<file path="src/rtl/clk_period_monitor.sv">
// Slow-signal period monitor: synchronizes in_sig into clk, emits rising-edge ticks,
// measures edge-to-edge period, and qualifies lock / loss of the monitored signal.
//
// state      | meaning
// -----------+-------------------------------------------------------------
// WAIT_FIRST | no reference edge yet; next edge starts the first measurement
// MEASURE    | reference edge seen; each edge closes a period and restarts
// LOST       | TIMEOUT cycles without an edge; next edge restarts measuring
module clk_period_monitor #(
   parameter int unsigned W          = 32,
   parameter int unsigned EXPECTED   = 20000000,
   parameter int unsigned TOL        = 1000,
   parameter int unsigned TIMEOUT    = 40000000,
   parameter int unsigned LOCK_COUNT = 4
) (
   input  logic         clk,
   input  logic         rst,
   input  logic         in_sig,
   output logic         tick,
   output logic [W-1:0] period,
   output logic         period_valid,
   output logic         locked,
   output logic         lost
);

   localparam logic [1:0] WAIT_FIRST = 2'd0;
   localparam logic [1:0] MEASURE    = 2'd1;
   localparam logic [1:0] LOST       = 2'd2;

   localparam int unsigned GW = (LOCK_COUNT < 2) ? 1 : $clog2(LOCK_COUNT + 1);

   localparam logic [W-1:0]  LO_LIM   = W'(EXPECTED - TOL);
   localparam logic [W-1:0]  HI_LIM   = W'(EXPECTED + TOL);
   localparam logic [W-1:0]  CNT_MAX  = W'(TIMEOUT - 1);
   localparam logic [GW-1:0] GOOD_MAX = GW'(LOCK_COUNT);

   logic          sync1, sync2, sync3;
   logic          rise;
   logic [W-1:0]  cnt;
   logic [W-1:0]  cnt_inc;
   logic          cnt_term;
   logic          in_range;
   logic [1:0]    state;
   logic [GW-1:0] good_cnt;
   logic [GW-1:0] good_inc;

   assign rise     = sync2 & ~sync3;
   assign cnt_inc  = cnt + W'(1);
   assign cnt_term = (cnt == CNT_MAX);
   // cnt_inc is the period length when this cycle carries the closing edge
   assign in_range = (cnt_inc >= LO_LIM) && (cnt_inc <= HI_LIM);

   always_comb begin
      good_inc = good_cnt;
      if (good_cnt != GOOD_MAX) begin
         good_inc = good_cnt + GW'(1);
      end
   end

   always_ff @(posedge clk or negedge rst) begin
      if (!rst) begin
         sync1        <= 1'b0;
         sync2        <= 1'b0;
         sync3        <= 1'b0;
         cnt          <= '0;
         good_cnt     <= '0;
         state        <= WAIT_FIRST;
         tick         <= 1'b0;
         period       <= '0;
         period_valid <= 1'b0;
         locked       <= 1'b0;
         lost         <= 1'b0;
      end else begin
         sync1        <= in_sig;
         sync2        <= sync1;
         sync3        <= sync2;
         tick         <= rise;
         period_valid <= 1'b0;

         // timer saturates at terminal count so it never wraps while lost
         if (rise) begin
            cnt <= '0;
         end else if (!cnt_term) begin
            cnt <= cnt_inc;
         end

         case (state)
            WAIT_FIRST: begin
               if (rise) begin
                  state <= MEASURE;
               end else if (cnt_term) begin
                  state    <= LOST;
                  lost     <= 1'b1;
                  locked   <= 1'b0;
                  good_cnt <= '0;
               end
            end
            MEASURE: begin
               if (rise) begin
                  period       <= cnt_inc;
                  period_valid <= 1'b1;
                  if (in_range) begin
                     good_cnt <= good_inc;
                     locked   <= (good_inc == GOOD_MAX);
                  end else begin
                     good_cnt <= '0;
                     locked   <= 1'b0;
                  end
               end else if (cnt_term) begin
                  state    <= LOST;
                  lost     <= 1'b1;
                  locked   <= 1'b0;
                  good_cnt <= '0;
               end
            end
            LOST: begin
               // restart edge only re-arms; the period it closes is meaningless
               if (rise) begin
                  state <= MEASURE;
                  lost  <= 1'b0;
               end
            end
            default: begin
               state <= WAIT_FIRST;
            end
         endcase
      end
   end

endmodule

</file>
<file path="config.mk">
export PLATFORM = sky130hd
export DESIGN_NAME = clk_period_monitor
export DESIGN_NICKNAME = d
export VERILOG_FILES = /design/src/rtl/clk_period_monitor.sv
export SDC_FILE = /design/constraint.sdc
export NUM_CORES = 1
export LEC_CHECK = 0
export BUFFER_PORTS_ARGS = -buffer_cell sky130_fd_sc_hd__buf_2
export CAP_MARGIN = 25
export CORE_UTILIZATION = 60
export DETAILED_ROUTE_END_ITERATION = 10
export PLACE_DENSITY_LB_ADDON = 0.12
export SYNTH_ARGS = -nofsm -noshare
export SYNTH_HDL_FRONTEND = slang
export SYNTH_SLANG_ARGS = --single-unit
</file>
<file path="constraint.sdc">
create_clock -name clk -period 4.3 [get_ports clk]
set_clock_uncertainty 0.2 [all_clocks]
set_input_delay 0.215 -clock clk [delete_from_list [all_inputs] [get_ports clk]]
set_output_delay 0.215 -clock clk [all_outputs]
set_load 0.02 [all_outputs]
</file>
# Word level (Yosys, flattened, before mapping)
# Cells that the tools add are included.
# classes
add_sub_neg	2
magnitude_cmp	2
eq_ne	11
muxes	24
n_bitwise	2
n_reduce_logical	9
# ops
cell	count
2-to-1 mux 32 bit	2
adder 32 x 1 -> 32 bit, second input constant	1
== test 32 x 26 -> 1 bit, second input constant	1
greater-or-equal comparator 32 x 25 -> 1 bit, second input constant	1
less-or-equal comparator 32 x 25 -> 1 bit, second input constant	1
2-to-1 mux 3 bit	5
!= test 2 bit, second input constant	5
2-to-1 mux 1 bit	9
2-to-1 mux 2 bit	4
one-hot mux 2 bit (3 select lines)	1
one-hot mux 3 bit (2 select lines)	1
AND reduction 2 bit	3
one-hot mux 1 bit (2 select lines)	2
AND reduction 4 bit	1
nonzero test 2 bit	2
adder 3 x 1 -> 3 bit, second input constant	1
== test 3 bit, second input constant	1
!= test 3 bit, second input constant	1
== test 2 x 1 -> 1 bit, second input constant	1
== test 2 bit, second input constant	1
logical NOT 2 bit	1
!= test 2 x 1 -> 1 bit, second input constant	1
OR reduction 2 bit	1
AND 1 bit	1
2 further kinds	2
# word_totals
register_bits	76
inputBits	3
out_inout_bits	36
word_cells	61

# Longest topological paths before layout
# logic_depth
depth_word	6
mapped_depth	11
depth_no_buf	8

# Least setup slack after synthesis
# OpenSTA, ideal clock, no wires.
# synth_path
path_type	reg-to-reg
from	register cnt[1]
to	register good_cnt[2]
setup_ns	0.087
t_arrival_ns	2.675
required_ns	4.013
slack_ns	1.338
path_stages_with_launch	11
path_buffers	2
synth_period_minus_slack_ns	2.962
cell_sequence	dfrtp_1 > ha_1 > buf_2 > nand3_1 > clkbuf_1 > a211oi_1 > o32a_1 > or4_4 > a211oi_4 > o2111ai_1 > a22oi_1
# synth_via
elab_chain_cells	6
word_cells_on_any_way	10
classes_between	add/sub (1); order compare (2); eq/ne (1); mux (5); reduce/logical (1)
# synth_rtl
element	line_no	text
from (decl)	39	logic [W-1:0] cnt;
from (signal assigned)	84	cnt <= cnt_inc;
adder 32 x 1 -> 32 bit	48	assign cnt_inc = cnt + W'(1);
greater-or-equal comparator 32 x 25 -> 1 bit / less-or-equal comparator 32 x 25 -> 1 bit (equally long branches)	51	assign in_range = (cnt_inc >= LO_LIM) && (cnt_inc <= HI_LIM);
logical AND 1 bit	51	
2-to-1 mux 3 bit	102	if (in_range) begin
2-to-1 mux 3 bit	99	if (rise) begin
one-hot mux 3 bit (2 select lines) (*)	87	case (state)
to (signal assigned)	103	good_cnt <= good_inc;
to (decl)	44	logic [GW-1:0] good_cnt;
# Every way passes the cells marked *; elsewhere a longest branch is shown, timed or not. The select of a mux whose other input is x is not followed.
# A chain may end at the register's enable or synchronous reset.

# Worst setup path after layout
# layout_path
from	register cnt[0]
to	register good_cnt[2]
# Same word-level chain as after synthesis.

==> flow_metrics.py <==
metrics = {
    "critical_path": {
        "critPathRequiredTime_ps": 4360,
        "critical_path_class": "flop to flop",
        "cp-start-kind": "flop",
        "worst_ep_arrival_time_ps": 3620,
        "cpMostUsedCell": "buf_4",
        "crit_buf_inv": 2,
        "crit_chain": "ha_1 -> nand3_1 -> buf_4 -> nor4_4 -> buf_4 -> xnor2_1 -> or4_4 -> a211oi_4 -> o2111ai_1 -> a22oi_1",
        "slowest_stage": "dfrtp_1",
        "worst_path_dominant_cell_family": "simple AND/OR/NAND/NOR gates",
        "rrSetupSlack_ps": 740,
        "path_max_fanout": 11,
        "crit_path_end_kind": "flop",
        "max_stage_delay_ps": 550,
    },
    "drt": {
        "drtPass1Iterations": 7,
        "ant_nets": 0,
        "drt_iter0_markers": 301,
        "viasPerCell": 6.06,
        "wire_per_inst_microns": 16.3,
        "drc": 0,
        "vias": 3344,
        "routed_wl_microns": 9000,
    },
    "clock_network": {
        "clock_latency_ps": 350,
        "clock-sinks": 76,
        "cts_root_buffer": "clkbuf_8",
        "cts_buffers": 9,
        "cts_tree": "done",
        "h-tree-depth": 3,
        "post-cts-setup-buffers": 0,
        "cts_buffer_depth": 2,
        "clkSlewWorstSetupHoldPaths_ps": 80,
    },
    "global_routing": {
        "grtUsageMet3_pct": 6.10,
        "met2_usage_pct": 44.1,
        "grt-ovfl-total": 0,
        "grt_max_degree": 77,
        "use_met1_pct": 34.8,
        "grt_pass1_wl_microns": 15200,
        "global_route.peak_usage_layer": "met2",
        "grt_pass1_vias": 3185,
        "antenna_found_initial": 0,
        "grt_usage_pct": 27.2,
    },
    "floorplanning": {
        "die_area_sq_mm": 0.00717,
        "die_x_microns": 84.7,
        "die_h_microns": 84.7,
        "row_count": 29,
        "start_util_pct": 63.5,
        "coreArea_sq_mm": 0.00646,
        "io_pins": 39,
    },
    "power": {
        "power.switching_mw": 0.411,
        "clkPwrFrac_pct": 36.7,
        "p_comb_share_pct": 10.7,
        "internal-power_mw": 1.08,
        "seqPwrFrac_pct": 52.6,
        "power_density_mw_per_mm2": 332,
        "p_total_mw": 1.50,
        "vdd_drop_max_mv": 0.294,
        "netSwitchingFraction_pct": 27.5,
        "p_leak_nw": 2.00,
    },
    "yosys": {
        "ys_seq_area_share_pct": 46.4,
        "syn_area_sq_mm": 0.00410,
        "synth_cell_types": 57,
        "synthCells": 452,
        "synth_nets": 459,
        "avgSynthCellArea_sq_um": 9.07,
        "synth_edf_count": 0,
        "synth_async_sr_flop_share_pct": 100,
        "yosysWarnings": 0,
        "ys.flop_type": "dfrtp_1",
        "ys_ff_latch": 76,
    },
    "place": {
        "dp_hpwl_microns": 6240,
        "globalplace.congestion": 0.953,
        "port_buffers": 38,
        "place_area_sq_mm": 0.00424,
    },
    "layout": {
        "design_area_sq_mm": 0.00450,
        "nNetsFinal": 477,
        "n_antenna_cell": 0,
        "syn_to_final_growth_pct": 9.70,
        "final_common_cell": "dfrtp_1",
        "layout_common_cells": "dfrtp_1 (76), nand2_1 (53), nor2_1 (41), o21ai_0 (39), buf_2 (37)",
        "drive_gt1_share_pct": 14.3,
    },
    "timing": {
        "finalSetupViolations": 0,
        "tightest_slew_ps": 736,
        "slew_violations": 0,
        "rsz0062_at_grt": "no",
        "min_period_ps": 3560,
        "max_freq_ghz": 0.281,
        "post-route-period-util_pct": 82.9,
        "final_hold_viol_count": 0,
        "setup_tns_ps": 0,
        "relSlewSlack_pct": 50.9,
    },
    "job": {
        "cap_violations": 0,
    },
    "outcome": {
        "status": "finished, final reports clean",
    },
    "hold_path": {
        "min_path_type": "flop to flop",
    },
}
## power groups by stage
stage,logic [mW],clock network (mW),registers (mW)
floorplan,0.103,0,0.797
global placement,0.151,0,0.796
detailed placement,0.155,0,0.799
CTS,0.157,0.564,0.785
global route,0.175,0.586,0.792
finish,0.160,0.549,0.786
## flip-flops by register name (all words and copies together) (netlist names)
signal and flops:
period 32, tick 1, sync1 1, cnt 32, state 2, lost 1
locked 1, sync2 1, period_valid 1, sync3 1, good_cnt 3
## per-stage QoR
step           hold slack [ps]  instances  setup WS, ps  util (%)
3_3_place_gp               125        532           911      65.6
3_5_place_dp               125        532           784      65.6
6_report                   155        552           735      69.7
4_1_cts                    158        550           758      69.1
2_1_floorplan             -281        452          1340         -
5_1_grt                    160        552           504      69.7
## synth_stat cells (4+ instances only)
cell        n  share of area [%]
a211oi_1    5               0.92
a21oi_1    16                2.0
a31oi_1     6               0.92
and2_1      4               0.61
and3_1      8                1.2
and4_1      6                1.3
buf_2      13                1.6
clkbuf_1   22                2.0
dfrtp_1    76                 46
ha_1        4                1.2
inv_1      16                1.5
nand2_1    53                4.9
nand3_1    16                2.0
nand3b_1    4               0.73
nand4_1    12                1.8
nor2_1     41                3.8
nor3_1     17                2.1
nor4_1      6               0.92
nor4b_1     6                1.3
o2111ai_1   6                1.3
o21ai_0    39                4.8
xnor2_1    20                4.3
xor2_1     11                2.3
## final cells by class
class / instances / area (sq um)
multi-input cells: 322 / 1970
fillers: 514 / 1960
flip-flops and latches: 76 / 1900
repair buffers: 45 / 273
clock buffers: 11 / 141
well taps: 77 / 96.3
clock inverters: 5 / 61.3
inverters: 16 / 60.1
## logic make-up after synthesis
group	Yosys count	synth area share, %
AO/OA/AOI/OAI	92	13.9
XOR/XNOR	31	6.62
adder cells (fa/ha/maj)	4	1.22
buffers and inverters	54	5.70
flip-flops	76	46.4
multiplexers	3	0.763
AND/OR/NAND/NOR	192	25.4
## path summary, 6_finish.rpt
path	start	endpoint	cells past startpoint
worst max-delay path	cnt[0]	good_cnt[2]	10
worst min-delay path	sync1	sync2	0
worst max register to register	cnt[0]	good_cnt[2]	10
worst min register to register	sync1	sync2	0
max in group asynchronous	rst	cnt[8]	4
min in group asynchronous	rst	period[27]	3
## timing repair
| item | 4_1_cts | 5_1_grt |
|---|---|---|
| hold endpoints to repair | 77 | 1 |
| resized for setup | 0 | 0 |
| hold buffers | 2 | 1 |
## worst register-to-register path, delay by kind of cell (launching register included)
| family | cells | cell delay (ps) |
|---|---|---|
| simple gates | 3 | 1110 |
| flops | 1 | 550 |
| compound gates | 3 | 690 |
| buf+inv | 2 | 450 |
| fa+ha+maj | 1 | 360 |
| xor+xnor | 1 | 120 |
## routing by layer
metal / share of wire, % / vias up
met2: 49 / 84
li1: - / 1620
met5: 0 / -
met3: 3.3 / 24
met4: 3.1 / 0
met1: 44 / 1616
Power figures use the tool's default switching activity.
